### src/rtl/my_mem_ctrl_pkg.sv
// Shared types and helpers for my_mem_ctrl.
// Holds the controller state encoding, the memory data/word widths and the
// even-parity check applied to words read back from the memory.
package my_mem_ctrl_pkg;

  localparam int unsigned DATA_W = 8;
  localparam int unsigned WORD_W = 9;

  typedef enum logic [2:0] {
    StIdle,
    StSetup,
    StWr,
    StRd,
    StResp
  } state_e;

  // 1 when the XOR over all word bits is 0. Written as an if so that an
  // unknown bit in simulation falls through to "not ok".
  function automatic logic even_parity_ok(input logic [WORD_W-1:0] word);
    if ((^word) == 1'b0) begin
      return 1'b1;
    end
    return 1'b0;
  endfunction

endpackage

### src/rtl/my_mem_ctrl.sv
// Request-side controller for the parity-protected behavioural memory.
// Accepts single-beat read/write requests over valid/ready, holds the address
// and data stable for one cycle before raising a strobe, keeps mem_write high
// for WR_HOLD cycles or mem_read high for RD_WAIT cycles, and returns read
// data with an even-parity error flag and a saturating error count.
//
// Ports:
//   pclk, presetn               clock (rising edge), async active-low reset
//   req_valid/ready/write/addr/wdata   request handshake and payload
//   rsp_valid/rdata/perr        one-cycle read response, no backpressure
//   perr_count                  saturating count of read parity errors
//   mem_write/read/address/data_in     memory strobes, address, write data
//   mem_data_out                memory read word {parity, data}
module my_mem_ctrl
  import my_mem_ctrl_pkg::*;
#(
  parameter int unsigned ADDR_W  = 16,
  parameter int unsigned RD_WAIT = 8,
  parameter int unsigned WR_HOLD = 2,
  parameter int unsigned CNT_W   = 16
) (
  input  logic              pclk,
  input  logic              presetn,
  input  logic              req_valid,
  output logic              req_ready,
  input  logic              req_write,
  input  logic [ADDR_W-1:0] req_addr,
  input  logic [DATA_W-1:0] req_wdata,
  output logic              rsp_valid,
  output logic [DATA_W-1:0] rsp_rdata,
  output logic              rsp_perr,
  output logic [CNT_W-1:0]  perr_count,
  output logic              mem_write,
  output logic              mem_read,
  output logic [ADDR_W-1:0] mem_address,
  output logic [DATA_W-1:0] mem_data_in,
  input  logic [WORD_W-1:0] mem_data_out
);

  localparam int unsigned MaxWait = (RD_WAIT > WR_HOLD) ? RD_WAIT : WR_HOLD;
  localparam int unsigned TmrW    = $clog2(MaxWait + 1);

  state_e            r_state, w_state_d;
  logic [TmrW-1:0]   r_tmr, w_tmr_d;
  logic              r_write, w_write_d;
  logic              w_req_ready_d;
  logic              w_mem_write_d;
  logic              w_mem_read_d;
  logic [ADDR_W-1:0] w_mem_address_d;
  logic [DATA_W-1:0] w_mem_data_in_d;
  logic              w_rsp_valid_d;
  logic [DATA_W-1:0] w_rsp_rdata_d;
  logic              w_rsp_perr_d;
  logic [CNT_W-1:0]  w_perr_count_d;
  logic              w_accept;

  // req_ready is itself a register, so the first IDLE cycle after an
  // operation (and after reset) can never accept.
  assign w_accept = req_valid & req_ready;

  always_comb begin
    w_state_d       = r_state;
    w_tmr_d         = r_tmr;
    w_write_d       = r_write;
    w_req_ready_d   = 1'b0;
    w_mem_write_d   = 1'b0;
    w_mem_read_d    = 1'b0;
    w_mem_address_d = mem_address;
    w_mem_data_in_d = mem_data_in;
    w_rsp_valid_d   = 1'b0;
    w_rsp_rdata_d   = rsp_rdata;
    w_rsp_perr_d    = rsp_perr;
    w_perr_count_d  = perr_count;

    unique case (r_state)
      StIdle: begin
        if (w_accept) begin
          w_mem_address_d = req_addr;
          w_mem_data_in_d = req_wdata;
          w_write_d       = req_write;
          w_state_d       = StSetup;
        end else begin
          w_req_ready_d = 1'b1;
        end
      end
      StSetup: begin
        // Timer holds the number of strobe cycles still to go after this one.
        if (r_write) begin
          w_state_d     = StWr;
          w_mem_write_d = 1'b1;
          w_tmr_d       = TmrW'(WR_HOLD - 1);
        end else begin
          w_state_d    = StRd;
          w_mem_read_d = 1'b1;
          w_tmr_d      = TmrW'(RD_WAIT - 1);
        end
      end
      StWr: begin
        if (r_tmr == '0) begin
          w_state_d = StIdle;
        end else begin
          w_tmr_d       = r_tmr - TmrW'(1);
          w_mem_write_d = 1'b1;
        end
      end
      StRd: begin
        if (r_tmr == '0) begin
          w_state_d     = StResp;
          w_rsp_valid_d = 1'b1;
          w_rsp_rdata_d = mem_data_out[DATA_W-1:0];
          w_rsp_perr_d  = ~even_parity_ok(mem_data_out);
        end else begin
          w_tmr_d      = r_tmr - TmrW'(1);
          w_mem_read_d = 1'b1;
        end
      end
      StResp: begin
        w_state_d = StIdle;
        if (rsp_perr && !(&perr_count)) begin
          w_perr_count_d = perr_count + CNT_W'(1);
        end
      end
      default: begin
        w_state_d = StIdle;
      end
    endcase
  end

  always_ff @(posedge pclk or negedge presetn) begin
    if (!presetn) begin
      r_state     <= StIdle;
      r_tmr       <= '0;
      r_write     <= 1'b0;
      req_ready   <= 1'b0;
      mem_write   <= 1'b0;
      mem_read    <= 1'b0;
      mem_address <= '0;
      mem_data_in <= '0;
      rsp_valid   <= 1'b0;
      rsp_rdata   <= '0;
      rsp_perr    <= 1'b0;
      perr_count  <= '0;
    end else begin
      r_state     <= w_state_d;
      r_tmr       <= w_tmr_d;
      r_write     <= w_write_d;
      req_ready   <= w_req_ready_d;
      mem_write   <= w_mem_write_d;
      mem_read    <= w_mem_read_d;
      mem_address <= w_mem_address_d;
      mem_data_in <= w_mem_data_in_d;
      rsp_valid   <= w_rsp_valid_d;
      rsp_rdata   <= w_rsp_rdata_d;
      rsp_perr    <= w_rsp_perr_d;
      perr_count  <= w_perr_count_d;
    end
  end

endmodule

### config.mk
export PLATFORM = sky130hd
export DESIGN_NAME = my_mem_ctrl
export DESIGN_NICKNAME = d
export VERILOG_FILES = /design/src/rtl/my_mem_ctrl_pkg.sv /design/src/rtl/my_mem_ctrl.sv
export SDC_FILE = /design/constraint.sdc
export NUM_CORES = 1
export LEC_CHECK = 0
export ABC_AREA = 1
export CORE_MARGIN = 4
export CORE_UTILIZATION = 40
export DETAILED_ROUTE_END_ITERATION = 10
export PLACE_DENSITY = 0.7
export SLEW_MARGIN = 15
export SYNTH_ARGS = -nofsm -noshare
export SYNTH_HDL_FRONTEND = slang
export SYNTH_SLANG_ARGS = --single-unit
### constraint.sdc
create_clock -name pclk -period 3.6 [get_ports pclk]
set_input_delay 0.54 -clock pclk [delete_from_list [all_inputs] [get_ports pclk]]
set_output_delay 0.54 -clock pclk [all_outputs]
set_load 0.05 [all_outputs]
Yosys cells after proc, flatten, opt, wreduce, memory -nomap -nowiden
Cells that the tools add are included.

word-level totals
  bits in registers = 61
  latch bits = 0
  bits in writable memories = 0
  memory bits (read-only) = 0
  word-level logic and storage cells = 61
  memories kept = 0

cells by class
  $add $sub $neg = 2
  multiply operators = 0
  divide/modulo/power cells = 0
  order comparisons = 0
  equal/unequal tests = 8
  shift operators = 0
  multiplexer cells = 24
  bitwise operators = 2
  reductions and logical operators = 13

operators by type and width
  operator                                                             number
  16-bit by 1-bit adder with 16-bit output (second input constant)     1
  16-bit AND reduction                                                 1
  1-bit 2-to-1 mux                                                     15
  3-bit 2-to-1 mux                                                     4
  3-bit case mux with 4 select lines                                   1
  9-bit XOR reduction                                                  1
  2-bit inequality test (second input constant)                        4
  4-bit case mux with 2 select lines                                   1
  2-bit AND reduction                                                  4
  3-bit by 2-bit == test with 1-bit output (second input constant)     2
  4-bit zero test                                                      1
  4-bit 2-to-1 mux                                                     1
  1-bit case mux with 2 select lines                                   2
  4-bit by 1-bit subtractor with 4-bit output (second input constant)  1
  3-bit by 1-bit == test with 1-bit output (second input constant)     1
  3-bit == test (second input constant)                                1
  3-bit zero test                                                      1
  3-bit AND reduction                                                  1
  2-bit nonzero test                                                   1
  2-bit OR reduction                                                   1
  1-bit AND                                                            1
  1-bit logical AND                                                    1
  1-bit zero test                                                      1
  1-bit inverter                                                       1

Depth between registers and ports, before layout
Gate-level depths: netlist (run 1).

  depth after elaboration = 8
  gate-level depth with buffers = 10

Worst setup path after synthesis (run 1)
OpenSTA, ideal clock, no wires.

  path kind = reg2reg
  from = register perr_count[0]
  to = register perr_count[7]
  arrival time = 1.876 ns
  setup slack = 1.657 ns
  cell stages (with the launch flop) = 9
  path buffers = 1
  period minus slack after synthesis = 1.943 ns
  path through = dfrtp_1 > ha_1 > nand3_2 > nor2_4 > nand3_2 > o21bai_4 > buf_6 > nand2_1 > nand2_1

between the ends
  longest elaborated chain between the ends = 4

ends and longest elaborated chain
  what                                                                              RTL line            RTL
  start: declaration                                                                my_mem_ctrl.sv:32   output logic [CNT_W-1:0] perr_count,
  start signal: assignment                                                          my_mem_ctrl.sv:155  perr_count <= w_perr_count_d;
  branches (longest 4 deep; another with 16-bit by 1-bit adder with 16-bit output)  --

Parallel ways; which one is timed is not known.
A chain may end at the register's enable or synchronous reset.

Worst setup path after layout (run 1)
  from = register perr_count[7]
  to = output perr_count[7]

No word-level cell between the ends.

==> results.md, run 1 <==
- Final Cycle Share: 61.2%
- Vias in the first global route: 2,315
- Register area share after synthesis: 53.4%
- Cts-stage hold buffer count: 0
- Setup bufs post-CTS: 0
- Slew headroom: 43.3%
- Cts bufs inserted: 9
- Synth Net Count: 347
- Wirelength per Cell: 12.3 µm
- 1st-iter DRT viols: 45
- Largest net degree at the start of global routing: 28
- Setup Viol. Count Final: 0
- Reg2Reg Depth: 8
- Post-DR vias/cell: 4.66
- Ant diodes: 0
- Worst-path fanout max: 6
- # nets final: 444
- Worst Skew: 0.00724 ns
- Yosys reg bits: 61
- Insertion delay of the later-clocked pin in the worst-skew pair: 0.33 ns
- Placed cell area: 3850 µm²
- Synth Cell Area: 2860 µm²
- CTS Buffer Depth: 2
- GRT Total Usage: 15.7%
- Initial antenna violation count: 0
- Delay-heaviest family, CP: buffers and inverters
- Drt pass-1 iters: 6
- P&R area growth vs syn: 40.3%
- CP cell instances: clkdlybuf4s50_1
- Slowest CP cell: clkdlybuf4s50_1
- Initial Util: 41.6%
- CP endpoint kind: primary output
- Placement Rows: 30
- DRC: 0
- Post-synth cell types: 27
- Max stage delay on crit path: 0.85 ns
- CTS sink cnt: 61
- Asr flop ratio synth: 100%
- Buffers on Ports: 89
- Resize count post-CTS: 0
- Status: complete, no violations
- Number of synthesized flops with an enable pin: 0
- First-pass GRT wire length: 10,600 µm
- CP Launch Type: flip-flop
- CP bufs+invs: 1
- Hpwl dp: 4650 µm
- Placer Congestion: 0.780
- CTS tree: built
- Cell area after layout: 4010 µm²
- Max Clk Rate: 0.454 GHz
- RSZ-0062 raised after global routing: false
- Setup CP Type: reg -> out
- Via count: 2,350
- Share of cells above drive strength 1: 7.60%
- Core box area: 6870 µm²
- Total power: 3310 µW
- Pwr dens: 824 nW/µm²
- Congestion Overflow GR: 0
- Type of the worst min-delay path: in -> async
- Final Max Tran Viols: 0
- Leak pwr: 0.00185 µW
- Max-capacitance violation count: 0
- Htree depth: 3
- Slew @ Worst Pin: 0.847 ns
- Die W: 92.6 µm
- Worst IR drop on VDD: 0.000461 V
- Routed Antenna Nets: 0
- Die height: 92.6 µm
- Syn_area_per_cell: 9.32 µm²
- R2r startpoint: perr_count[0]
- Post-route setup TNS: 0 ns
- IO Pins: 90
- Clock root cell: clkbuf_8
- Reg clk slew, reported paths: 0.07 ns
- Hold Fails Final Rpt: 0
- Mapped Cells: 307
- CP required: 3.06 ns
- Reg2reg setup slack: 1.66 ns
- Die area: 8570 µm²
- YS warnings: 0
- WP data arrival: 1.66 ns
- Detailed Route WL: 6210 µm
- Min Clock Period, post-route: 2.20 ns
- FF-to-FF End: perr_count[7]
- Ys flop type: dfrtp_1
-- cells in the mapped netlist (all sizes together) (3+ instances only) --
cell type,instances,area [µm²]
buf,5,33.8
dfrtp,61,1530
ha,3,37.5
inv,30,113
mux2,24,270
nand2,106,400
nand3,18,105
nand4,5,31.3
nor2,15,66.3
nor3,8,62.6
o21ai,15,75.1
xnor2,8,70.1
-- cell type report --
cell class                 count  area (µm²)
clock buffer                   9         124
clock inverter                 6        41.3
fill                         616        2860
inverter                      32         120
multi-input combinational    209        1180
sequential                    61        1530
tap                           96         120
timing repair buffer          91         901
-- per-stage QoR --
step	util, %	setup slack [ns]	hold WS (ns)	std cells
6_report	58.4	1.40	0.209	504
5_1_grt	58.4	1.33	0.257	504
4_1_cts	58.4	1.38	0.222	504
3_5_place_dp	56.0	1.25	0.462	489
3_3_place_gp	56.0	1.28	0.468	489
2_1_floorplan	-	1.66	0.244	307
-- layer usage --
metal	wire [µm]	part of all wire [%]	global-route usage (%)	vias up
met5	0	0	0	-
met4	115	1.9	6.81	0
met3	534	8.6	4.96	11
met2	2770	45	23.7	78
met1	2790	45	20.6	1082
li1	-	-	-	1179
-- power by group --
group          total (µW)  switching, µW  leakage [µW]  internal [µW]
registers            1080            144      0.000769            941
logic                1720           1140       0.00100            579
clock network         504            261     0.0000771            244
total                3310           1540       0.00185           1760
-- sequential cells by signal, indices dropped and copies added, names as in the netlist --
name         cells
r_write          1
r_tmr            4
r_state          3
rsp_rdata        8
perr_count      16
mem_write        1
mem_read         1
mem_address     16
rsp_perr         1
req_ready        1
mem_data_in      8
rsp_valid        1
-- worst max-delay path by stage --
stage,endpoint,startpoint,slack (ns),depth (start not counted)
global placement,mem_address[11],req_valid,1.28,5
detailed placement,mem_data_in[3],req_valid,1.25,5
global route,perr_count[7],perr_count[7],1.33,1
finish,perr_count[7],perr_count[7],1.40,1
floorplan,perr_count[7],perr_count[0],1.66,8
CTS,perr_count[7],perr_count[7],1.38,1
-- layout by cell type (no fill, tap or decap), types with 4 or more instances in the layout --
cell / synthesis / routed
inv_2: 4 / 4
clkbuf_8: 0 / 9
clkdlybuf4s50_1: 0 / 88
nor2_1: 13 / 13
nand3_1: 15 / 15
nand4_1: 5 / 5
inv_1: 26 / 26
dfrtp_1: 61 / 61
mux2_1: 24 / 24
xnor2_1: 8 / 8
nand2_1: 105 / 105
nor3_1: 6 / 6
o21ai_1: 12 / 12
-- kinds of logic after synthesis --
group                      Yosys count  share of synthesized area (%)
AOI/OAI and AO/OA                   20                           4.16
buffers and inverters               37                           5.38
xor gates and xnor gates            10                           3.06
DFF                                 61                           53.4
muxes                               24                           9.45
and+or+nand+nor                    152                           23.3
adders and majority gates            3                           1.31
Note: power is estimated with default switching activity, not from simulation.
==> inputs of run 2 (changes only) <==
- PLACE_DENSITY: 0.7 -> 0.73
- clock period: 3.6 -> 1.8 ns (I/O delays scaled with it)
==> run 2 against run 1 <==
- clock power increased by 110%
- first-iteration DRC count increased by 20%
- sequential power increased by 99%
- largest power group unchanged
- power increased by 100%
- utilization increased by 1.7 points
- global-route usage increased by 0.88 points
- critical path depth unchanged
- final cell count increased by 3.0%
- wire length increased by 3.7%
- sequential cell count unchanged
==> results.md, run 2 (synthesis gave the netlist of run 1 again) <==
- # nets final: 458 (+3.2%)
- CP Launch Type: flip-flop
- Wirelength per Cell: 12.4 µm (+0.67%)
- Leak pwr: 0.00213 µW (+15%)
- Total power: 6640 µW (+100%)
- CP bufs+invs: 1 (unchanged)
- Biggest regs: mem_address: 16 flops, perr_count: 16 flops
- Worst Skew: 0.00964 ns (+0.00239 ns)
- Final Max Tran Viols: 0 (unchanged)
- Post-DR vias/cell: 4.66 (about the same)
- Min Clock Period, post-route: 1.76 ns
- Setup CP Type: reg -> out
- Htree depth: 3 (unchanged)
- WP data arrival: 1.49 ns (-0.17 ns)
- RSZ-0062 raised after global routing: false
- Delay-heaviest family, CP: buffers and inverters
- R2r startpoint: perr_count[0]
- First-pass GRT wire length: 11,400 µm (+7.3%)
- Largest net degree at the start of global routing: 62 (+120%)
- Slew @ Worst Pin: 0.535 ns (-0.312 ns)
- Pre-CTS WS: -0.0504 ns (-1.30 ns)
- 1st-iter DRT viols: 54 (+20%)
- Reg2reg setup slack: 0.19 ns (-1.47 ns)
- Commonest non-fill, non-tap cell in the layout: nand2_1
- Type of the worst min-delay path: in -> async
- Die height: 92.6 µm (unchanged)
- Reg2Reg Depth: 8 (unchanged)
- Util after Layout: 60.1% (+1.7 points)
- Reg clk slew, reported paths: 0.08 ns (about the same)
- Placed cell area: 3910 µm² (+1.6%)
- Setup bufs post-CTS: 0 (unchanged)
- Max Clk Rate: 0.569 GHz
- Fill cells: 589 (-4.4%)
- CP endpoint kind: primary output
- FF-to-FF End: perr_count[9]
- Worst-path fanout max: 2 (-4)
- Initial Util: 41.6% (unchanged)
- Status: complete, no violations
- Setup Viol. Count Final: 0 (unchanged)
- Via count: 2,420 (+3.0%)
- CP cell instances: clkdlybuf4s50_1
- CP required: 1.53 ns (-1.53 ns)
- Hpwl dp: 4910 µm (+5.6%)
- Pwr dens: 1610 nW/µm² (+95%)
- Routed Antenna Nets: 0 (unchanged)
- Slew headroom: 64.3% (+21 points)
- Most frequent cells in the layout: nand2_1 (105), dfrtp_1 (59), clkdlybuf4s50_1 (45)
- Post-route setup TNS: 0 ns (unchanged)
- Final Cycle Share: 97.6%
- Vias in the first global route: 2,520 (+8.9%)
- CTS sink cnt: 61 (unchanged)
- Detailed Route WL: 6440 µm (+3.7%)
- Clock root cell: clkbuf_8
- Worst IR drop on VDD: 0.00116 V (+150%)
- IO Pins: 90 (unchanged)
- Initial antenna violation count: 0 (unchanged)
- Share of cells above drive strength 1: 16.3% (+8.7 points)
- Placer Congestion: 0.819 (+5.0%)
- Congestion Overflow GR: 0 (unchanged)
- Max-capacitance violation count: 0 (unchanged)
- Hold Fails Final Rpt: 0 (unchanged)
- Insertion delay of the later-clocked pin in the worst-skew pair: 0.34 ns (about the same)
- Die W: 92.6 µm (unchanged)
- Drt pass-1 iters: 4 (-2)
- Buffers on Ports: 89 (unchanged)
- GRT Total Usage: 16.5% (+0.88 points)
- Core box area: 6870 µm² (unchanged)
- Placement Rows: 30 (unchanged)
- Ant diodes: 0 (unchanged)
- Slowest CP cell: clkdlybuf4s50_1
- P&R area growth vs syn: 44.3%
- DRC: 0 (unchanged)
- CTS tree: built
- CTS Buffer Depth: 2 (unchanged)
- Worst setup margin: 0.0433 ns (-1.35 ns)
- Cts bufs inserted: 9 (unchanged)
- Die area: 8570 µm² (unchanged)
- Cell area after layout: 4130 µm² (+2.9%)
- Max stage delay on crit path: 0.81 ns (-0.04 ns)
run 2: cell count changes in the layout (fill, tap and decap cells not counted), sizes merged:
| cell | delta |
|---|---|
| buf | +34 |
| clkdlybuf4s50 | -43 |
| dlygate4sd2 | +6 |
| clkinvlp | +2 |
| dlygate4sd3 | +1 |
| inv | +1 |
| clkinv | -2 |
| dlymetal6s2s | +16 |
run 2: metrics by stage:
step	hold WS, ns	std cells
finish	0.479	519
global route	0.505	519
CTS	0.482	519
detailed placement	0.307	502
global placement	0.304	502
floorplan	-0.0256	307
run 2: layout make-up:
class / instances / area, µm² / share of cell area [%]
timing repair buffer: 105 / 1000 / 24.2
clock inverter: 7 / 51.3 / 1.24
clock buffer: 9 / 124 / 3.00
inverter: 32 / 120 / 2.91
multi-input combinational: 209 / 1180 / 28.6
sequential: 61 / 1530 / 37.0
tap: 96 / 120 / 2.91
run 2: how the worst max path moves through the flow:
stage / start / endpoint / slack (ns) / cells past startpoint
2_1_floorplan: perr_count[0] / perr_count[7] / 0.02 / 8
6_report: mem_address[10] / mem_address[10] / 0.04 / 1
3_3_place_gp: perr_count[0] / perr_count[14] / 0.03 / 8
5_1_grt: mem_address[1] / mem_address[1] / 0.002 / 1
4_1_cts: rsp_rdata[7] / rsp_rdata[7] / 0.001 / 1
3_5_place_dp: perr_count[0] / perr_count[9] / -0.05 / 8
run 2: report_power, final:
group / internal, µW / switching [µW]
sequential: 1880 / 265
combinational: 1120 / 2310
clock: 499 / 556
total: 3500 / 3130
run 2: per-layer routing:
metal,part of all wire [%],vias up,track usage (%)
met4,1.5,0,7.30
li1,-,1204,-
met1,43,1131,20.0
met2,48,73,27.4
met5,0,-,0
met3,7.4,12,4.63
run 2: repair_timing:
action / in CTS / in global routing
setup endpoints to repair: 19 / 16
gates cloned: 0 / 0
hold endpoints to repair: 61 / 0
resized for setup: 7 / 16
hold buffers: 1 / 0
pin swaps: 0 / 0
